<file path="config.mk">
export PLATFORM = sky130hd
export DESIGN_NAME = hdlc_rx_deframer
export DESIGN_NICKNAME = d
export VERILOG_FILES = /design/src/rtl/hdlc_rx_deframer.sv
export SDC_FILE = /design/constraint.sdc
export NUM_CORES = 1
export LEC_CHECK = 0
export BUFFER_PORTS_ARGS = -buffer_cell sky130_fd_sc_hd__buf_4
export CORE_UTILIZATION = 30
export DETAILED_ROUTE_END_ITERATION = 12
export SYNTH_ARGS = -nofsm -noshare
export SYNTH_HDL_FRONTEND = slang
export SYNTH_SLANG_ARGS = --single-unit
</file>
<file path="constraint.sdc">
create_clock -name Clk -period 2.55 [get_ports Clk]
set_input_delay 0.1275 -clock Clk [delete_from_list [all_inputs] [get_ports Clk]]
set_output_delay 0.1275 -clock Clk [all_outputs]
set_load 0.02 [all_outputs]
</file>
<file path="src/rtl/hdlc_rx_deframer.sv">
// HDLC receive deframer: flag/abort hunting, zero destuffing and byte assembly.
// The 8-bit raw window delays data by 8 samples, so flag bits never reach the assembler.
module hdlc_rx_deframer (
  input  logic       Clk,
  input  logic       Rst,
  input  logic       Rx,
  input  logic       RxEN,
  output logic [7:0] Rx_Data,
  output logic       Rx_NewByte,
  output logic       Rx_FlagDetect,
  output logic       Rx_AbortDetect,
  output logic       Rx_EoF,
  output logic       Rx_FrameError,
  output logic       Rx_ValidFrame,
  output logic       ZeroDetect
);

  typedef enum logic [0:0] {StIdle, StFrame} state_e;

  state_e      state_q;
  logic [2:0]  ones_q, ones_d;
  logic [7:0]  win_q, win_d;
  logic [7:0]  vld_q;
  logic [7:0]  stf_q;
  logic [7:0]  asm_q, asm_d;
  logic [2:0]  bit_cnt_q, bit_cnt_d;
  logic [7:0]  byte_cnt_q, byte_cnt_d;
  logic [7:0]  data_q;
  logic        new_byte_q, flag_det_q, abort_det_q, eof_q, ferr_q, valid_q, zero_q;
  logic        stuffed, flag_hit, abort_hit, consume, byte_done;

  always_comb begin
    stuffed    = !Rx && (ones_q == 3'd5);
    ones_d     = Rx ? ((ones_q == 3'd7) ? 3'd7 : ones_q + 3'd1) : 3'd0;
    win_d      = {win_q[6:0], Rx};
    flag_hit   = (win_d == 8'h7E) && (ones_q == 3'd6) && !Rx;
    abort_hit  = (state_q == StFrame) && Rx && (ones_q == 3'd6);
    // Exiting bit feeds the assembler only inside a frame and only if it is real data
    consume    = (state_q == StFrame) && vld_q[7] && !stf_q[7];
    asm_d      = consume ? {win_q[7], asm_q[7:1]} : asm_q;
    bit_cnt_d  = consume ? bit_cnt_q + 3'd1 : bit_cnt_q;
    byte_done  = consume && (bit_cnt_q == 3'd7);
    byte_cnt_d = (byte_done && (byte_cnt_q != 8'hFF)) ? byte_cnt_q + 8'd1 : byte_cnt_q;
  end

  always_ff @(posedge Clk) begin
    if (Rst) begin
      state_q     <= StIdle;
      ones_q      <= 3'd0;
      win_q       <= 8'h00;
      vld_q       <= 8'h00;
      stf_q       <= 8'h00;
      asm_q       <= 8'h00;
      bit_cnt_q   <= 3'd0;
      byte_cnt_q  <= 8'h00;
      data_q      <= 8'h00;
      new_byte_q  <= 1'b0;
      flag_det_q  <= 1'b0;
      abort_det_q <= 1'b0;
      eof_q       <= 1'b0;
      ferr_q      <= 1'b0;
      valid_q     <= 1'b0;
      zero_q      <= 1'b0;
    end else begin
      new_byte_q  <= 1'b0;
      flag_det_q  <= 1'b0;
      abort_det_q <= 1'b0;
      eof_q       <= 1'b0;
      ferr_q      <= 1'b0;
      zero_q      <= 1'b0;
      if (RxEN) begin
        ones_q     <= ones_d;
        win_q      <= win_d;
        vld_q      <= {vld_q[6:0], 1'b1};
        stf_q      <= {stf_q[6:0], stuffed};
        zero_q     <= stuffed;
        asm_q      <= asm_d;
        bit_cnt_q  <= bit_cnt_d;
        byte_cnt_q <= byte_cnt_d;
        if (byte_done) begin
          data_q     <= asm_d;
          new_byte_q <= 1'b1;
          valid_q    <= 1'b1;
        end
        unique case (state_q)
          StIdle: begin
            if (flag_hit) begin
              state_q    <= StFrame;
              flag_det_q <= 1'b1;
              bit_cnt_q  <= 3'd0;
              byte_cnt_q <= 8'h00;
              vld_q      <= 8'h00;
            end
          end
          StFrame: begin
            if (flag_hit) begin
              // Closing flag also opens the next frame, so the state is kept
              flag_det_q <= 1'b1;
              if (bit_cnt_d != 3'd0) begin
                ferr_q <= 1'b1;
              end else if (byte_cnt_d != 8'h00) begin
                eof_q <= 1'b1;
              end
              bit_cnt_q  <= 3'd0;
              byte_cnt_q <= 8'h00;
              vld_q      <= 8'h00;
              valid_q    <= 1'b0;
            end else if (abort_hit) begin
              abort_det_q <= 1'b1;
              vld_q       <= 8'h00;
              valid_q     <= 1'b0;
              state_q     <= StIdle;
            end
          end
          default: state_q <= StIdle;
        endcase
      end
    end
  end

  assign Rx_Data        = data_q;
  assign Rx_NewByte     = new_byte_q;
  assign Rx_FlagDetect  = flag_det_q;
  assign Rx_AbortDetect = abort_det_q;
  assign Rx_EoF         = eof_q;
  assign Rx_FrameError  = ferr_q;
  assign Rx_ValidFrame  = valid_q;
  assign ZeroDetect     = zero_q;

endmodule

</file>
-- Word level (Yosys, flattened, before mapping)
Index checks and enable logic that the tools add are counted.
- flip-flop bits (word level): 62
- output and inout port bits: 15
- input port bits: 4
- word-level logic and storage cells: 69
- multiplexer cells: 23
- equal/unequal tests: 6
- add/subtract/negate cells: 3
- bitwise operators: 3
- reductions and logical operators: 18
- operators by type and width (cell ; count):
    8-bit 2-to-1 mux ; 6
    8-bit one-hot mux with 2 select lines ; 1
    3-bit equality test (second input constant) ; 4
    3-bit 2-to-1 mux ; 4
    1-bit 2-to-1 mux ; 11
    1-bit logical AND ; 9
    8-bit by 1-bit adder with 8-bit output (second input constant) ; 1
    8-bit by 7-bit equality test with 1-bit output (second input constant) ; 1
    8-bit != test (second input constant) ; 1
    8-bit nonzero test ; 1
    4-bit OR reduction ; 2
    3-bit by 1-bit adder with 3-bit output (second input constant) ; 2
    5-bit OR reduction ; 1
    1-bit inverter ; 3
    3-bit nonzero test ; 1
    1-bit zero test ; 2
    1-bit one-hot mux with 2 select lines ; 1
    2-bit AND reduction ; 1
    2-bit OR reduction ; 1

-- Depth between registers and ports, before layout
Gate-level depths: netlist of run 1.
- word-level depth: 7
- depth in mapped cells: 8
- depth with buffers taken out: 7

-- Worst setup path before layout of run 1
No wires, ideal clock.
- path kind: register to register
- start: reg bit_cnt_q[0]
- end: reg eof_q, in the netlist Rx_EoF
- setup slack: 763 ps
- data required time: 2459 ps
- buffers on the path: 0
- data arrival time: 1696 ps
- library setup time: 91 ps
- clock period less this slack: 1787 ps
- stages on the path, launching flop included: 8
- path through: dfxtp_1 -> ha_1 -> ha_1 -> nand4b_2 -> nor4_1 -> mux2i_1 -> a21oi_1 -> a311oi_1
- cells in the longest elaborated chain, start to end: 6
- elaborated cells on any way between the ends: 10
- those cells by class: add/sub: 1; eq/ne: 1; mux: 3; reduce/logical: 5
- RTL lines (element ; RTL line ; source):
    from (decl) ; 26 ; logic [2:0] bit_cnt_q, bit_cnt_d;
    from (signal assigned) ; 78 ; bit_cnt_q <= bit_cnt_d;
    parallel branches: the longest is 6 deep, another holds 3-bit by 1-bit adder with 3-bit output ; n/a ;
    to (signal assigned) ; 60 ; eof_q <= 1'b0;
    to (signal assigned) ; 68 ; eof_q <= 1'b0;
    to (signal assigned) ; 102 ; eof_q <= 1'b1;
    to (decl) ; 29 ; logic new_byte_q, flag_det_q, abort_det_q, eof_q, ferr_q, valid_q, zero_q;
Several ways; the timed one is not identified.
A chain may end at the register's enable or synchronous reset.

-- Worst setup path in the final report of run 1
Ends and elaborated chain as after synthesis.

==> flow_summary.json, run 1 <==
{
  "status": "completed",
  "grt_pass1_wl_um": 8290,
  "drive_gt1_share_pct": 14.7,
  "ys_seq_area_share_pct": 48.2,
  "setup_viol": 0,
  "die_w_um": 93.9,
  "r2r_cells": 7,
  "hold_viol_final": 0,
  "yosysTopAreaCellShare_pct": 48.2,
  "first_pass_iters": 4,
  "worstSkewPairLatency_ps": 340,
  "grt_max_degree": 53,
  "synth_xor_area_share_pct": 0,
  "final_antenna_net_count": 0,
  "grtUsageMet3_pct": 4.37,
  "pin_count": 19,
  "drcViolationCount": 0,
  "cp_slowest_stage_delay_ps": 410,
  "antenna_cells": 0,
  "avgViaCountPerCell": 4.86,
  "num_vias": 1997,
  "rsz0062_at_grt": "no",
  "synth_seq_cells": 61,
  "synth-edff-count": 0,
  "synth-compound-area-share_pct": 15.7,
  "use_met2_pct": 18.7,
  "leakage_uw": 0.00114,
  "cts.sinks": 61,
  "gr-usage-met1_pct": 15.5,
  "syn_area_per_cell_um2": 8.89,
  "fin_crit_sh_pct": 80.3,
  "dp_hpwl_um": 3240,
  "finish.net_count": 311,
  "synthAdderAreaFrac_pct": 2.96,
  "crit_chain": "ha_1 -> ha_1 -> nand4b_2 -> nor4_1 -> mux2i_1 -> a21oi_1 -> a311oi_1",
  "cts_resized": 0,
  "gp_congestion": 0.847,
  "placed_cells": 395,
  "cts.path.max_buffers": 2,
  "dieHeight_um": 93.9,
  "crit_fanout": 5,
  "cts_inserted_buffers": 9,
  "synth_simple_gate_area_share_pct": 23.0,
  "first_iter_violations": 116,
  "area_growth_syn_to_layout_pct": 17.1,
  "synth_top_area_cell": "dfxtp_1",
  "dominantRegCellSynth": "dfxtp_1",
  "grt-ovfl-total": 0,
  "worstHoldStart": "Rx",
  "cts_hold_buf": 0,
  "synth_fp_nets": 295,
  "start_kind": "flop",
  "grt.busiest_layer": "met2",
  "clock_skew_ps": 12.1,
  "core_mm2": 0.00818,
  "slowest_stage": "dfxtp_1",
  "ys.warnings.count": 0,
  "hold_depth": 3,
  "end_kind": "flop",
  "async_flop_share_pct": 0,
  "htree_levels": 3,
  "wirelength_um": 4920,
  "netlist_area_mm2": 0.00253,
  "ir_drop_v": 0.000286,
  "clkTransAtPathRegs_ps": 60,
  "drv_slew": 0,
  "relSlewSlack_pct": 60.0,
  "grt_antenna_before_repair": 0,
  "syn-instance-count": 285,
  "crit_type": "flop to flop",
  "r2r_setup_slack_ps": 500,
  "start_util_pct": 31.0,
  "cpMostUsedCell": "ha_1",
  "grt_pass1_vias": 1774,
  "worstSetupStartpoint": "bit_cnt_q[0]",
  "cts_tree": "yes",
  "finalNonFillerCells": 411,
  "power.density_mw_per_mm2": 667,
  "synth_top_family_by_area": "simple AND/OR/NAND/NOR gates",
  "tightest_slew_ps": 595,
  "synthMuxAreaShare_pct": 6.72,
  "placementRows": 33,
  "cts_root_buf": "clkbuf_8",
  "grt.total_usage_pct": 12.1,
  "die_area_mm2": 0.00882,
  "synth_area_leaders": "dfxtp_1, mux2i_1, nand2_1, a21oi_1, nor2_1",
  "min_path_type": "input port to flop",
  "regToRegStartpoint": "bit_cnt_q[0]",
  "io_buffer_count": 18,
  "min_period_ps": 2050,
  "arrival_ps": 2290,
  "cts_setup_buffers": 0,
  "maxCapViolCount": 0,
  "wl_per_cell_um": 12.0,
  "synth.distinct_cells": 48,
  "cp.required_ps": 2790,
  "fmax_ghz": 0.488,
  "tns_ps": 0
}
## sequential cells by signal, summed over array words and instances (netlist names), 3 cells and up
register    cells
win_q           8
Rx_Data         8
vld_q           8
stf_q           8
asm_q           7
ones_q          3
bit_cnt_q       3
byte_cnt_q      8
## power breakdown
group	switching, uW	internal (uW)
clock network	366	601
logic	36.6	15.4
registers	3.98	958
total	406	1570
## Yosys cell counts (2+ instances only)
library cell	count
nor2_1	33
o21a_1	2
o21ai_0	6
buf_1	2
nand2_1	43
nor4_1	3
a22oi_1	4
clkbuf_1	6
o21bai_1	2
buf_4	2
inv_1	6
or4_1	3
a21oi_1	30
and2_1	2
buf_2	4
a22o_1	7
nor3_1	9
ha_1	6
nand3_1	5
o21ai_1	3
dfxtp_1	61
nand4_1	3
nor4_2	2
mux2i_1	17
## cell families (layout without fill, tap and decap cells)
kind of cell	after synthesis	after routing
mux	17	17
flops	61	61
simple gates	117	117
fa+ha+maj	6	6
buf+inv	20	41
compound gates	64	64
## final timing paths
kind | to
setup reg to reg | Rx_EoF
hold / removal | win_q[0]
hold reg to reg | Rx_Data[0]
setup / recovery | Rx_EoF
## metrics by stage
| stage | power [uW] | hold WS, ps | instance area [um^2] | util (%) | setup slack (ps) |
|---|---|---|---|---|---|
| 6_report | 1980 | 125 | 2970 | 36.3 | 501 |
| 5_1_grt | 2050 | 129 | 2970 | 36.3 | 261 |
| 4_1_cts | 2000 | 106 | 2970 | 36.3 | 509 |
| 3_5_place_dp | 1040 | 444 | 2740 | 33.5 | 544 |
| 3_3_place_gp | 1040 | 442 | 2740 | 33.5 | 653 |
| 2_1_floorplan | 1020 | 272 | 2530 | - | 763 |
## critical path: cells and delay by family, from the launching register on
family,cells,cell delay (ps)
compound gates,2,290
simple gates,2,600
flops,1,410
mux,1,280
fa+ha+maj,2,380
## per-layer routing
metal / vias up / part of all wire (%)
met2: 36 / 46
met3: 4 / 4.0
li1: 1032 / -
met5: - / 0
met4: 0 / 0.73
met1: 925 / 50
## layout by cell type (no fill, tap or decap), types with 2 or more instances in the layout
cell type and instances:
a22oi_1 4, o21ai_1 3, nor3_1 9, nor4_1 3
mux2i_1 17, dfxtp_1 61, bufinv_16 2, or4_1 3
a21oi_1 30, o21ai_0 6, ha_1 6, nand4_1 3
buf_4 19, and2_1 2, nor4_2 2, clkbuf_8 11
a22o_1 7, nor2_1 33, nand2_1 43, inv_1 6
nand3_1 5, o21bai_1 2, o21a_1 2, clkinv_2 2
## layout make-up
cell class                      count  area (um^2)
Inverter                            6         22.5
Clock inverter                      4         70.1
Sequential cell                    61         1220
Clock buffer                       12          155
Fill cell                         841         5210
Tap cell                          105          131
Multi-Input combinational cell    204         1220
Timing Repair Buffer               19          143
(Power assumes the default switching activity.)
==> run 2: changes to the inputs <==
--- a/config.mk
+++ b/config.mk
@@ -5,6 +5,7 @@
 export SDC_FILE = /design/constraint.sdc
 export NUM_CORES = 1
 export LEC_CHECK = 0
+export ABC_AREA = 1
 export BUFFER_PORTS_ARGS = -buffer_cell sky130_fd_sc_hd__buf_4
 export CORE_UTILIZATION = 30
 export DETAILED_ROUTE_END_ITERATION = 12
==> constraint.sdc (replaced) <==
create_clock -name Clk -period 1.7 [get_ports Clk]
set_input_delay 0.085 -clock Clk [delete_from_list [all_inputs] [get_ports Clk]]
set_output_delay 0.085 -clock Clk [all_outputs]
set_load 0.02 [all_outputs]
==> run 2 against run 1 <==
  * Wire length rose by 18%
  * Final cell count rose by 26%
  * Power rose by 53%
  * Utilization rose by 0.53 points
  * First-iteration DRC count fell by 29%
  * Area after synthesis rose by 8.2%
  * Cell area rose by 8.8%
==> flow_summary.json, run 2 <==
{
  "setup_viol": 0,
  "synthMuxAreaShare_pct": 0,
  "relSlewSlack_pct": 75.2,
  "first_pass_iters": 4,
  "drive_gt1_share_pct": 14.4,
  "crit_chain": "inv_1 -> ha_1 -> nand2_1 -> nor2_1 -> nand4_1 -> nand2_1 -> clkinv_1 -> nand2_1 -> a21oi_1",
  "intPower_uw": 2350,
  "synth_top_area_cell": "dfxtp_1",
  "cts_tree": "yes",
  "cts_hold_buf": 0,
  "avgViaCountPerCell": 4.62,
  "cts_inserted_buffers": 9,
  "synth_seq_cells": 62,
  "fmax_ghz": 0.639,
  "rsz0062_at_grt": "yes",
  "cts.sinks": 62,
  "yosysTopAreaCellShare_pct": 45.3,
  "drv_slew": 0,
  "cp_slowest_stage_delay_ps": 360,
  "ir_drop_v": 0.000467,
  "grt.total_usage_pct": 12.8,
  "r2r_setup_slack_ps": 140,
  "worstSkewPairLatency_ps": 340,
  "cp.required_ps": 1920,
  "antenna_cells": 0,
  "start_kind": "flop",
  "grt_antenna_before_repair": 0,
  "crit_type": "flop to flop",
  "end_kind": "flop",
  "netlist_area_mm2": 0.00274,
  "die_w_um": 97.6,
  "syn_area_per_cell_um2": 7.16,
  "slowest_stage": "dfxtp_4",
  "grt-ovfl-total": 0,
  "path_buf_inv": 2,
  "ys_seq_area_share_pct": 45.3,
  "pwr-share-clk_pct": 44.9,
  "start_util_pct": 31.3,
  "dieHeight_um": 97.6,
  "cts_root_buf": "clkbuf_8",
  "seq_power_share_pct": 50.0,
  "crit_fanout": 10,
  "synth_top_family_by_area": "simple AND/OR/NAND/NOR gates",
  "arrival_ps": 1780,
  "synth_area_leaders": "dfxtp_1, nand2_1, a21oi_1, nor2_1, o21ai_0",
  "synth-edff-count": 0,
  "num-fill-cells": 952,
  "wirelength_um": 5810,
  "p_comb_share_pct": 5.0,
  "grt_max_degree": 27,
  "first_iter_violations": 82,
  "grt_pass1_vias": 2215,
  "power.density_mw_per_mm2": 937,
  "num_vias": 2396,
  "placementRows": 34,
  "area_growth_syn_to_layout_pct": 17.8,
  "synthAdderAreaFrac_pct": 2.74,
  "cp_top_family": "simple AND/OR/NAND/NOR gates",
  "async_flop_share_pct": 0,
  "synth_most_common_cell": "nand2_1",
  "synth.distinct_cells": 33,
  "htree_levels": 3,
  "fin_crit_sh_pct": 92.1,
  "tns_ps": 0,
  "drcViolationCount": 0,
  "clkTransAtPathRegs_ps": 70,
  "gp_congestion": 0.805,
  "grt_pass1_wl_um": 9840,
  "min_path_type": "input port to flop",
  "dominantRegCellSynth": "dfxtp_1",
  "seq_area_mm2": 0.00125,
  "final_antenna_net_count": 0,
  "core_mm2": 0.00876,
  "wl_per_cell_um": 11.2,
  "status": "completed",
  "final_cell_mix": "nand2_1, dfxtp_1, nor2_1",
  "clock_skew_ps": 8.13,
  "tightest_slew_ps": 369,
  "p_switching_uw": 675,
  "io_buffer_count": 18,
  "synth_fp_nets": 393,
  "min_period_ps": 1560,
  "layout_commonest_cell": "nand2_1",
  "netSwitchingFraction_pct": 22.3,
  "synth_simple_gate_area_share_pct": 26.4,
  "p_total_uw": 3030,
  "synth_common_cells": "nand2_1, dfxtp_1, nor2_1, a21oi_1, inv_1",
  "ys.warnings.count": 0,
  "leakage_uw": 0.00132,
  "maxCapViolCount": 0,
  "hold_viol_final": 0,
  "multi_input_area_mm2": 0.00127,
  "finish.net_count": 417,
  "cts.path.max_buffers": 2,
  "pin_count": 19,
  "syn-instance-count": 383,
  "synth_xor_area_share_pct": 1.55,
  "dp_hpwl_um": 4010,
  "die_area_mm2": 0.00952,
  "synth-compound-area-share_pct": 15.6,
  "cpMostUsedCell": "nand2_1"
}
-- run 2: repair_timing --
item | in CTS | in global routing
setup endpoints to repair | 0 | 14
buffers inserted | 0 | 2
gates resized for setup | 0 | 6
-- run 2: cell type report --
class	count	area share (%)
clock buffers	10	3.95
clock inverters	5	2.33
inverters	40	4.65
multi-input cells	265	39.5
flip-flops and latches	62	38.6
well taps	108	4.19
repair buffers	29	6.74
-- run 2: cell families after synthesis --
family | count (synthesis)
fa+ha+maj | 6
buf+inv | 56
compound gates | 82
xor+xnor | 4
simple gates | 173
flops | 62
-- run 2: power groups by stage --
stage,logic (uW),registers [uW],clock network (uW)
6_report,153,1510,1360
3_5_place_dp,154,1550,0
3_3_place_gp,150,1540,0
5_1_grt,176,1520,1470
2_1_floorplan,115,1540,0
4_1_cts,155,1510,1390
-- run 2: worst min-delay path: cells and delay by family --
family	cells	cell delay (ps)
buffers and inverters	2	150
and+or+nand+nor	2	130
-- run 2: final timing paths --
| check | from | endpoint | cells past startpoint |
|---|---|---|---|
| worst max register to register | ones_q[0] | byte_cnt_q[4] | 9 |
| worst min register to register | vld_q[5] | vld_q[6] | 2 |
| worst min-delay path | Rx | ZeroDetect | 4 |
| worst max-delay path | ones_q[0] | byte_cnt_q[4] | 9 |
-- run 2: through the flow --
stage,hold WS [ps],worst slack (ps),instances,area (um^2),utilization [%]
finish,82.0,135,519,3230,36.8
global route,83.8,-19.3,519,3230,36.8
CTS,73.3,25.9,517,3200,36.5
detailed placement,425,48.3,502,3000,34.2
global placement,414,52.7,502,3000,34.2
floorplan,279,219,383,2740,-
-- run 2: per-layer routing --
layer / track usage (%) / part of all wire [%]
met5: 0 / 0
met3: 4.03 / 3.4
met1: 15.2 / 47
met4: 5.32 / 1.2
met2: 21.4 / 48
==> run 3: changes to the inputs <==
--- a/config.mk
+++ b/config.mk
@@ -9,6 +9,8 @@
 export BUFFER_PORTS_ARGS = -buffer_cell sky130_fd_sc_hd__buf_4
 export CORE_UTILIZATION = 30
 export DETAILED_ROUTE_END_ITERATION = 12
+export HOLD_SLACK_MARGIN = 0.02
+export SETUP_SLACK_MARGIN = 0.15
 export SYNTH_ARGS = -nofsm -noshare
 export SYNTH_HDL_FRONTEND = slang
 export SYNTH_SLANG_ARGS = --single-unit
==> run 3 against run 2 <==
  * Count of clock-buffer cells in the layout is the same
  * Global-route usage increased by 0.061 points
  * Via count is 0.50% higher
  * Critical endpoint is now Rx_EoF
==> flow_summary.json, run 3 (synthesized netlist as in run 2, its figures left out) <==
{
  "start_util_pct": 31.3,
  "clock_skew_ps": 7.43,
  "maxCapViolCount": 0,
  "fin_crit_sh_pct": 89.4,
  "num_vias": 2408,
  "drive_gt1_share_pct": 19.4,
  "die_area_mm2": 0.00952,
  "crit_type": "flop to flop",
  "antenna_cells": 0,
  "clkTransAtPathRegs_ps": 70,
  "fmax_ghz": 0.658,
  "die_w_um": 97.6,
  "cts_inserted_buffers": 9,
  "worstSkewPairLatency_ps": 340,
  "drv_slew": 0,
  "drcViolationCount": 0,
  "ir_drop_v": 0.000465,
  "min_path_type": "input port to flop",
  "cts.sinks": 62,
  "r2r-end": "Rx_EoF",
  "design_area_mm2": 0.00335,
  "grt_max_degree": 27,
  "wl_per_cell_um": 11.2,
  "cts_hold_buf": 0,
  "hold_viol_final": 0,
  "power.density_mw_per_mm2": 907,
  "grt_antenna_before_repair": 0,
  "placementRows": 34,
  "rsz0062_at_grt": "yes",
  "p_total_uw": 3040,
  "end_kind": "flop",
  "min_period_ps": 1520,
  "status": "completed",
  "dieHeight_um": 97.6,
  "layout_commonest_cell": "nand2_1",
  "final_antenna_net_count": 0,
  "regToRegStartpoint": "bit_cnt_q[1]",
  "cts_root_buf": "clkbuf_8",
  "io_buffer_count": 18,
  "leakage_uw": 0.00133,
  "r2r_cells": 11,
  "dp_hpwl_um": 4010,
  "start_kind": "flop",
  "core_mm2": 0.00876,
  "hold_depth": 2,
  "gp_congestion": 0.805,
  "r2r_setup_slack_ps": 180,
  "setup_viol": 0,
  "crit_fanout": 4,
  "grt_pass1_vias": 2208,
  "postPlaceCellArea_mm2": 0.00300,
  "area_growth_syn_to_layout_pct": 22.0,
  "cts.path.max_buffers": 2,
  "cts_tree": "yes",
  "hold_end": "vld_q[5]",
  "first_pass_iters": 4,
  "final_cell_mix": "nand2_1, dfxtp_1, nor2_1",
  "finish.net_count": 419,
  "relSlewSlack_pct": 77.8,
  "pin_count": 19,
  "tns_ps": 0,
  "tightest_slew_ps": 331,
  "grt.total_usage_pct": 12.9,
  "worstHoldStart": "Rst",
  "avgViaCountPerCell": 4.62,
  "arrival_ps": 1760,
  "grt_pass1_wl_um": 9890,
  "wirelength_um": 5820,
  "grt-ovfl-total": 0,
  "first_iter_violations": 75,
  "htree_levels": 3,
  "cp.required_ps": 1940
}
[run 3: worst max path at each step]
stage	slack, ps	endpoint	startpoint	depth (start not counted)
6_report	180	Rx_EoF	bit_cnt_q[1]	11
5_1_grt	80	Rx_EoF	bit_cnt_q[1]	11
4_1_cts	140	Rx_EoF	bit_cnt_q[0]	9
3_5_place_dp	50	Rx_EoF	bit_cnt_q[0]	9
3_3_place_gp	50	Rx_EoF	bit_cnt_q[0]	9
2_1_floorplan	220	Rx_EoF	byte_cnt_q[0]	9
[run 3: cell type report]
class / count / area (um^2)
Clock buffer: 10 / 128
Clock inverter: 5 / 75.1
Fill cell: 931 / 5420
Inverter: 40 / 153
Multi-Input combinational cell: 265 / 1360
Sequential cell: 62 / 1250
Tap cell: 108 / 135
Timing Repair Buffer: 31 / 244
[run 3: stage by stage]
stage          util [%]  worst slack [ps]  hold WS, ps  std cells
2_1_floorplan         -               219          279        383
3_3_place_gp       34.2              52.7          414        502
3_5_place_dp       34.2              48.3          425        502
4_1_cts            37.2               140         73.3        519
5_1_grt            38.2              76.2         88.7        521
6_report           38.2               180         85.4        521
[run 3: timing repair]
item	CTS	global route
pin swaps	6	11
buffers inserted	2	2
resized for setup	12	22
endpoints found under the setup margin	19	20
[run 3: worst max-delay path, stage by stage (launching register included)]
cell and delay, ps:
dfxtp_4 360, ha_4 160, ha_4 150, inv_1 80, nor2_4 60, buf_4 140
nand3_1 80, nand2_1 80, nor2_1 100, nand2_1 60, nor2_1 110, nor2_1 50
[run 3: power by group]
part	switching [uW]	internal (uW)
sequential	20.9	1490
combinational	107	56.1
clock	553	810
total	681	2360
[run 3: per-layer routing]
metal | vias to the layer above | share of wire (%) | track usage (%)
met5 | - | 0 | 0
met4 | 0 | 1.2 | 5.32
met2 | 25 | 48 | 21.3
li1 | 1277 | - | -
met3 | 6 | 3.3 | 4.03
met1 | 1100 | 48 | 15.5
